[config.mk]
export PLATFORM = sky130hd
export DESIGN_NAME = chan_err_sched
export DESIGN_NICKNAME = d
export VERILOG_FILES = /design/src/rtl/chan_err_sched.sv
export SDC_FILE = /design/constraint.sdc
export NUM_CORES = 1
export LEC_CHECK = 0
export ABC_AREA = 0
export BUFFER_PORTS_ARGS = -buffer_cell sky130_fd_sc_hd__buf_4
export CORE_MARGIN = 1.5
export CORE_UTILIZATION = 40
export CTS_CLUSTER_SIZE = 40
export DETAILED_ROUTE_END_ITERATION = 8
export GPL_TIMING_DRIVEN = 0
export PLACE_DENSITY = 0.59
export SETUP_SLACK_MARGIN = 0.5
export SLEW_MARGIN = 10
export SYNTH_ARGS = -nofsm -noshare
export SYNTH_HDL_FRONTEND = slang
export SYNTH_SLANG_ARGS = --single-unit
[constraint.sdc]
create_clock -name clk -period 4.26 [get_ports clk]
set_input_delay 0.639 -clock clk [delete_from_list [all_inputs] [get_ports clk]]
set_output_delay 0.639 -clock clk [all_outputs]
set_load 0.03 [all_outputs]
[src/rtl/chan_err_sched.sv]
// chan_err_sched: channel error-injection scheduler between the convolutional
// encoder symbol output and the Viterbi decoder input.
// Symbols pass through a one-cycle register. During a started frame, the first
// BURST valid symbols of every PERIOD-symbol window are XOR-corrupted. The block
// counts corrupted symbols, flipped bits and consumed symbols.
//
// Optional feature: define CHAN_ERR_LFSR_EN to take masks from a 16-bit
// Fibonacci LFSR (taps 16,14,13,11, seed 16'hACE1). When it is not defined,
// masks follow the fixed rotation 11 -> 10 -> 01 -> 11 and no LFSR is built.
//
// state   | meaning
// --------+---------------------------------------------------------------
// IDLE    | pure pass-through, waiting for start_i
// PASS    | in frame, the next valid symbol passes clean
// CORRUPT | in frame, the next valid symbol is corrupted (ph < BURST)
// DONE    | one cycle, done_o high, then IDLE
module chan_err_sched #(
  parameter int PERIOD = 16,
  parameter int BURST  = 1,
  parameter int FRAME  = 256,
  parameter int CW     = 16
) (
  input  logic          clk,
  input  logic          rst,
  input  logic          start_i,
  input  logic          abort_i,
  input  logic [1:0]    sym_i,
  input  logic          sym_valid_i,
  output logic [1:0]    sym_o,
  output logic          sym_valid_o,
  output logic [1:0]    err_mask_o,
  output logic          busy_o,
  output logic          done_o,
  output logic [CW-1:0] err_ct_o,
  output logic [CW-1:0] bit_ct_o,
  output logic [CW-1:0] sym_ct_o
);

  localparam int PW = (PERIOD > 2) ? $clog2(PERIOD) : 1;
  // One extra bit so BURST == PERIOD == 2**PW still compares correctly.
  localparam logic [PW:0]   BURST_W = (PW+1)'(BURST);
  localparam logic [PW-1:0] PH_LAST = PW'(PERIOD - 1);
  localparam logic [CW-1:0] FRAME_W = CW'(FRAME);

  typedef enum logic [1:0] {
    S_IDLE,
    S_PASS,
    S_CORRUPT,
    S_DONE
  } state_e;

  state_e        state_q, state_d;
  logic [PW-1:0] ph_q, ph_d;
  logic [1:0]    sym_q, sym_d;
  logic          valid_q, valid_d;
  logic [1:0]    mask_q, mask_d;
  logic          busy_q, busy_d;
  logic          done_q, done_d;
  logic [CW-1:0] err_ct_q, err_ct_d;
  logic [CW-1:0] bit_ct_q, bit_ct_d;
  logic [CW-1:0] sym_ct_q, sym_ct_d;
  logic [1:0]    cur_mask;
  logic          gen_step;
  logic          gen_seed;

  // Saturating add of a small increment; counters stick at all-ones.
  function automatic logic [CW-1:0] sat_add(input logic [CW-1:0] a, input logic [1:0] b);
    logic [CW:0] s;
    s = {1'b0, a} + {{(CW-1){1'b0}}, b};
    return s[CW] ? {CW{1'b1}} : s[CW-1:0];
  endfunction

`ifdef CHAN_ERR_LFSR_EN
  logic [15:0] lfsr_q, lfsr_d;

  // Map the LFSR low bits onto a non-zero mask so every burst symbol is hit.
  always_comb begin
    case (lfsr_q[1:0])
      2'b00:   cur_mask = 2'b11;
      2'b01:   cur_mask = 2'b10;
      2'b10:   cur_mask = 2'b01;
      default: cur_mask = 2'b11;
    endcase
  end

  // LFSR next value: re-seed on frame start, step once per corrupted symbol.
  always_comb begin
    lfsr_d = lfsr_q;
    if (gen_seed) begin
      lfsr_d = 16'hACE1;
    end else if (gen_step) begin
      lfsr_d = {lfsr_q[14:0], lfsr_q[15] ^ lfsr_q[13] ^ lfsr_q[12] ^ lfsr_q[10]};
    end
  end

  // Mask generator register.
  always_ff @(posedge clk or negedge rst) begin
    if (!rst) lfsr_q <= 16'hACE1;
    else      lfsr_q <= lfsr_d;
  end
`else
  logic [1:0] rot_q, rot_d;

  assign cur_mask = rot_q;

  // Rotation next value: re-seed on frame start, advance per corrupted symbol.
  always_comb begin
    rot_d = rot_q;
    if (gen_seed) begin
      rot_d = 2'b11;
    end else if (gen_step) begin
      case (rot_q)
        2'b11:   rot_d = 2'b10;
        2'b10:   rot_d = 2'b01;
        default: rot_d = 2'b11;
      endcase
    end
  end

  // Mask generator register.
  always_ff @(posedge clk or negedge rst) begin
    if (!rst) rot_q <= 2'b11;
    else      rot_q <= rot_d;
  end
`endif

  // Next-state, datapath and counter logic for one cycle.
  always_comb begin
    state_d  = state_q;
    ph_d     = ph_q;
    err_ct_d = err_ct_q;
    bit_ct_d = bit_ct_q;
    sym_ct_d = sym_ct_q;
    sym_d    = sym_valid_i ? sym_i : sym_q;
    valid_d  = sym_valid_i;
    mask_d   = 2'b00;
    gen_step = 1'b0;
    gen_seed = 1'b0;

    case (state_q)
      S_IDLE: begin
        if (start_i) begin
          err_ct_d = '0;
          bit_ct_d = '0;
          sym_ct_d = '0;
          ph_d     = '0;
          gen_seed = 1'b1;
          state_d  = (BURST > 0) ? S_CORRUPT : S_PASS;
        end
      end
      S_PASS, S_CORRUPT: begin
        if (abort_i) begin
          // Aborted symbol still counts as consumed but is never corrupted.
          state_d = S_IDLE;
          if (sym_valid_i) sym_ct_d = sat_add(sym_ct_q, 2'd1);
        end else if (sym_valid_i) begin
          sym_ct_d = sat_add(sym_ct_q, 2'd1);
          ph_d     = (ph_q == PH_LAST) ? '0 : ph_q + 1'b1;
          if (state_q == S_CORRUPT) begin
            mask_d   = cur_mask;
            sym_d    = sym_i ^ cur_mask;
            gen_step = 1'b1;
            err_ct_d = sat_add(err_ct_q, 2'd1);
            bit_ct_d = sat_add(bit_ct_q, {1'b0, cur_mask[1]} + {1'b0, cur_mask[0]});
          end
          if (sym_ct_d == FRAME_W) state_d = S_DONE;
          else if ({1'b0, ph_d} < BURST_W) state_d = S_CORRUPT;
          else state_d = S_PASS;
        end
      end
      default: state_d = S_IDLE;
    endcase

    busy_d = (state_d == S_PASS) || (state_d == S_CORRUPT);
    done_d = (state_d == S_DONE);
  end

  // State, registered outputs and counters.
  always_ff @(posedge clk or negedge rst) begin
    if (!rst) begin
      state_q  <= S_IDLE;
      ph_q     <= '0;
      sym_q    <= 2'b00;
      valid_q  <= 1'b0;
      mask_q   <= 2'b00;
      busy_q   <= 1'b0;
      done_q   <= 1'b0;
      err_ct_q <= '0;
      bit_ct_q <= '0;
      sym_ct_q <= '0;
    end else begin
      state_q  <= state_d;
      ph_q     <= ph_d;
      sym_q    <= sym_d;
      valid_q  <= valid_d;
      mask_q   <= mask_d;
      busy_q   <= busy_d;
      done_q   <= done_d;
      err_ct_q <= err_ct_d;
      bit_ct_q <= bit_ct_d;
      sym_ct_q <= sym_ct_d;
    end
  end

  assign sym_o       = sym_q;
  assign sym_valid_o = valid_q;
  assign err_mask_o  = mask_q;
  assign busy_o      = busy_q;
  assign done_o      = done_q;
  assign err_ct_o    = err_ct_q;
  assign bit_ct_o    = bit_ct_q;
  assign sym_ct_o    = sym_ct_q;

endmodule

-- Word-level counts from Yosys, hierarchy flattened
Cells that the tools add are included.
- bits in registers: 63
- memories kept: 0
- memory bits (read-only): 0
- RAM bits: 0
- bits in latches: 0
- divide/modulo/power cells: 0
- shifts and indexed selects: 0
- multipliers: 0
- bitwise logic cells: 1
- multiplexer cells: 43
- add/subtract/negate cells: 5
- reduce and logical (&&, ||, !) cells: 8
- equality and inequality tests: 13
- order comparisons: 1
- operator list (operator ; number):
    2-to-1 mux 16 bit ; 11
    case mux 16 bit (2 select lines) ; 3
    adder 16 x 1 -> 17 bit (second input constant) ; 2
    2-to-1 mux 2 bit ; 16
    adder 16 x 2 -> 17 bit ; 1
    == test 16 x 9 -> 1 bit (second input constant) ; 1
    2-to-1 mux 4 bit ; 4
    == test 2 bit (second input constant) ; 5
    != test 2 bit (second input constant) ; 4
    case mux 2 bit (2 select lines) ; 2
    case mux 4 bit (2 select lines) ; 1
    2-to-1 mux 1 bit ; 6
    AND reduction 5 bit ; 1
    adder 4 x 1 -> 4 bit (second input constant) ; 1
    == test 2 x 1 -> 1 bit (second input constant) ; 2
    == test 4 bit (second input constant) ; 1
    < comparator 4 x 1 -> 1 bit (second input constant) ; 1
    AND reduction 4 bit ; 1
    nonzero test 2 bit ; 2
    AND reduction 3 bit ; 1
    adder 1 x 1 -> 2 bit ; 1
    zero test 2 bit ; 1
    OR reduction 2 bit ; 1
    XOR 2 bit ; 1
    logical OR 1 bit ; 1

-- Logic depth before layout (Yosys ltp)
- depth in word-level cells: 10
- depth in mapped cells: 11
- depth with buffers taken out: 10

-- Worst setup path before layout
No wires, ideal clock.
- kind: flip-flop to flip-flop
- from: register bit_ct_q[0], in the netlist bit_ct_o[0]
- to: register bit_ct_q[5], in the netlist bit_ct_o[5]
- arrival time: 2.474 ns
- path slack: 1.713 ns
- clock period less this slack: 2.547 ns
- data required time: 4.187 ns
- buffers on the path: 1
- cell stages (with the launch flop): 12
- path through: dfrtp_1 inv_1 fa_1 inv_1 ha_1 and3_2 nand4_4 or3_4 buf_6 a21oi_2 nor2_1 a21oi_2
- cells in the longest elaborated chain, start to end: 6
- RTL lines (element ; RTL line ; source):
    start: declaration ; 60 ; logic [CW-1:0] bit_ct_q, bit_ct_d;
    start signal: assignment ; 200 ; bit_ct_q <= bit_ct_d;
    adder 16 x 2 -> 17 bit ; 69 ; s = {1'b0, a} + {{(CW-1){1'b0}}, b};
    2-to-1 mux 16 bit ; 70 ; return s[CW] ? {CW{1'b1}} : s[CW-1:0];
    2-to-1 mux 16 bit ; 159 ; if (state_q == S_CORRUPT) begin
    2-to-1 mux 16 bit ; 156 ; end else if (sym_valid_i) begin
    2-to-1 mux 16 bit ; 152 ; if (abort_i) begin
    case mux 16 bit (2 select lines) ; 140 ; case (state_q)
No other way between the ends. The select of a mux whose other input is x is not followed.
A chain may end at the register's enable or synchronous reset.

-- Worst setup path after layout
- from: register rot_q[0], in the netlist cur_mask[0]
- to: register bit_ct_q[7], in the netlist bit_ct_o[7]
- cells in the longest elaborated chain, start to end: 7
- RTL lines (element ; RTL line ; source):
    start: declaration ; 102 ; logic [1:0] rot_q, rot_d;
    start signal: assignment ; 123 ; else rot_q <= rot_d;
    adder 1 x 1 -> 2 bit ; 164 ; bit_ct_d = sat_add(bit_ct_q, {1'b0, cur_mask[1]} + {1'b0, cur_mask[0]});
    adder 16 x 2 -> 17 bit ; 69 ;
    2-to-1 mux 16 bit ; 70 ;
    2-to-1 mux 16 bit ; 159 ;
    2-to-1 mux 16 bit ; 156 ;
    2-to-1 mux 16 bit ; 152 ;
    case mux 16 bit (2 select lines) ; 140 ;
No other way between the ends. The select of a mux whose other input is x is not followed.

==> results.yml <==
routing:
  vias: 3585
  wl_met2_um: 4698
  totalWireLength_um: 10080
  viasPerCell: 5.801
  wirelength_met1_um: 4921
  dr.pass1.iters: 4
  wl_per_cell_um: 16.30
  drt_iter0_markers: 196
  drc_errors: 0
  top_layer: "met4"
  ant_nets: 0
  wl_met3_um: 330
floorplan:
  boundaryPins: 62
  die_area_sq_mm: 0.009871
  core_area_sq_mm: 0.008848
  die_height_um: 99.36
  die_x_um: 99.36
  num_rows: 34
  start_util: 0.4197
logic_synthesis:
  synth.largest_area_cell: "dfrtp_1"
  synth-seq-area-share: 0.4252
  yosys-top-cells-area: "dfrtp_1, a21oi_1, o21ai_0"
  synth_edf_count: 0
  synth_mux_area_frac: 0.01146
  synth_cells: 433
  synth_xor_area_frac: 0.002358
  syn_area_sq_mm: 0.003714
  synth-simple-area-share: 0.2055
  async_reset_ff_frac: 1.000
  synth_ff_type: "dfrtp_1"
  yosys_warnings: 0
  syn_nets: 449
  avgSynthCellArea_sq_um: 8.576
  synth_top_family_by_area: "compound AO/OA/AOI/OAI gates"
  synth_top_area_frac: 0.4111
  synth_cell_types: 60
  synth_fa_ha_area_frac: 0.03235
  synth_compound_area_frac: 0.2743
  synth-seq-cells: 63
cts:
  clock_latency_ns: 0.35
  path_clk_slew_ns: 0.08
  clock-sinks: 63
  numCtsBuffers: 9
  cts.path.max_buffers: 2
  cts_resized: 0
  h-tree-depth: 3
  cts-root-buf: "clkbuf_8"
  post_cts_buffers: 0
  cts_tree: "done"
  holdBufCountCts: 0
timing:
  setup_viol: 0
  whs_ns: 0.3863
  fin_worst_skew_ns: 0.01468
  fmax_mhz: 362.2
  slew_viol_final: 0
  slew_headroom: 0.4585
  tightest_slew_ns: 0.8122
  fin_crit_sh: 0.6481
  worst_slack_ns: 1.499
  rsz0062_at_grt: "false"
  period_needed_ns: 2.761
  tns_ns: 0
  hold_viol_final: 0
critical_path:
  worstPathMaxFanout: 8
  cp.arrival_ns: 3.03
  critPathCaptureType: "register"
  slowest_stage: "nor3_1"
  startpoint_type: "register"
  worst-r2r-setup-slack_ns: 1.50
  path_class: "register to register"
  path_common_cell: "inv_1"
  cpPeakStageDelay_ns: 0.58
  cp.required_ns: 4.52
  path_cells: "inv_1 > fa_1 > inv_1 > ha_1 > and3_2 > nand4_4 > nor3_1 > o21ai_0 > a21oi_1"
pwr:
  power_frac_seq: 0.305
  finalPower_mw: 2.477
  power.internal_mw: 1.310
  power_frac_comb: 0.496
  leakagePower_nw: 2.040
  power_density_mw_per_mm2: 551.8
  switchingPower_mw: 1.167
  clkPwrFrac: 0.199
  switching_share: 0.4711
  irDropWorstVdd_uv: 295.8
layout:
  instances_no_fill: 618
  fin_area_sq_mm: 0.004488
  nets: 521
  seq_area_sq_mm: 0.001579
  n_antenna_cell: 0
  fillerInstances: 880
  final_core_util: 0.5072
  drive_gt1_frac: 0.2000
  multiInputGateArea_sq_mm: 0.001953
  final_cell_mix: "buf_4, a21oi_1, dfrtp_1"
  syn_to_final_growth_pct: 20.86
  final_common_cell: "buf_4"
placed_design:
  hpwl_um: 7090
  placed_cell_area_sq_mm: 0.004307
  dp.cells: 602
  portBuffers: 61
  dp_slack_ns: 1.475
  routabilityCongestion: 0.8394
global_route:
  grt-ovfl-total: 0
  grt_max_degree: 64
  grt_pass1_vias: 3454
  grt_usage: 0.2179
  antenna_found_initial: 0
  grt_pass1_wl_um: 17270
status:
  status: "finished, final reports clean"
hold_path:
  worstHoldPathType: "input port to asynchronous set/reset pin"
run:
  cap_violations: 0
## flip-flops by register name, summed over array words and instances (netlist names)
signal	flops
ph_q	4
sym_valid_o	1
err_ct_o	16
cur_mask	2
sym_o	2
done_o	1
err_mask_o	2
sym_ct_o	16
state_q	2
bit_ct_o	16
busy_o	1
## layout make-up
cell class | instances | share of cell area
Buffer | 24 | 0.02537
Clock buffer | 15 | 0.03931
Clock inverter | 1 | 0.001115
Inverter | 18 | 0.01505
Multi-Input combinational cell | 328 | 0.4352
Sequential cell | 63 | 0.3518
Tap cell | 108 | 0.03011
Timing Repair Buffer | 61 | 0.1020
## synthesized netlist by cell type (all sizes together), types with 5 or more instances
| cell | number |
|---|---|
| a21oi | 66 |
| dfrtp | 61 |
| nand2 | 49 |
| o21ai | 45 |
| nor2 | 28 |
| nand3 | 21 |
| inv | 17 |
| and3 | 14 |
| clkbuf | 13 |
| buf | 11 |
| nand4 | 11 |
| o31ai | 9 |
| ha | 8 |
| a22o | 7 |
| a41o | 6 |
| a41oi | 6 |
| a21o | 5 |
| nor3 | 5 |
## metal layers
| metal | vias up | track usage |
|---|---|---|
| met4 | 0 | 0.06934 |
| li1 | 1737 | - |
| met2 | 64 | 0.3493 |
| met3 | 11 | 0.03022 |
| met5 | - | 0 |
| met1 | 1773 | 0.3060 |
## worst max-delay path, delay by kind of cell, from the launching register on
kind / cells / cell delay, ns
AOI/OAI and AO/OA: 2 / 0.37
adders and majority gates: 2 / 0.62
buffers and inverters: 2 / 0.16
DFF: 1 / 0.55
and+or+nand+nor: 3 / 0.99
## kinds of logic (layout without fill, tap and decap cells)
| family | after synthesis | after routing |
|---|---|---|
| buf+inv | 42 | 119 |
| simple gates | 149 | 149 |
| flops | 63 | 63 |
| xor+xnor | 1 | 1 |
| compound gates | 165 | 165 |
| mux | 4 | 4 |
| fa+ha+maj | 9 | 9 |
## final timing paths
kind,start,end,cells after the start
setup / recovery,cur_mask[0],bit_ct_o[7],9
hold / removal,rst,err_ct_o[2],1
setup reg to reg,cur_mask[0],bit_ct_o[7],9
hold reg to reg,sym_o[0],sym_o[0],1
max in group asynchronous,rst,sym_o[1],1
min in group clk,sym_valid_i,sym_valid_o,1
## power groups by stage
stage               logic (mW)  clock network, mW  registers [mW]
floorplan                0.741                  0           0.840
global placement          1.21                  0           0.764
detailed placement        1.23                  0           0.766
CTS                       1.23              0.507           0.755
global route              1.37              0.535           0.772
finish                    1.23              0.494           0.755
Note: power is estimated with default switching activity, not from simulation.
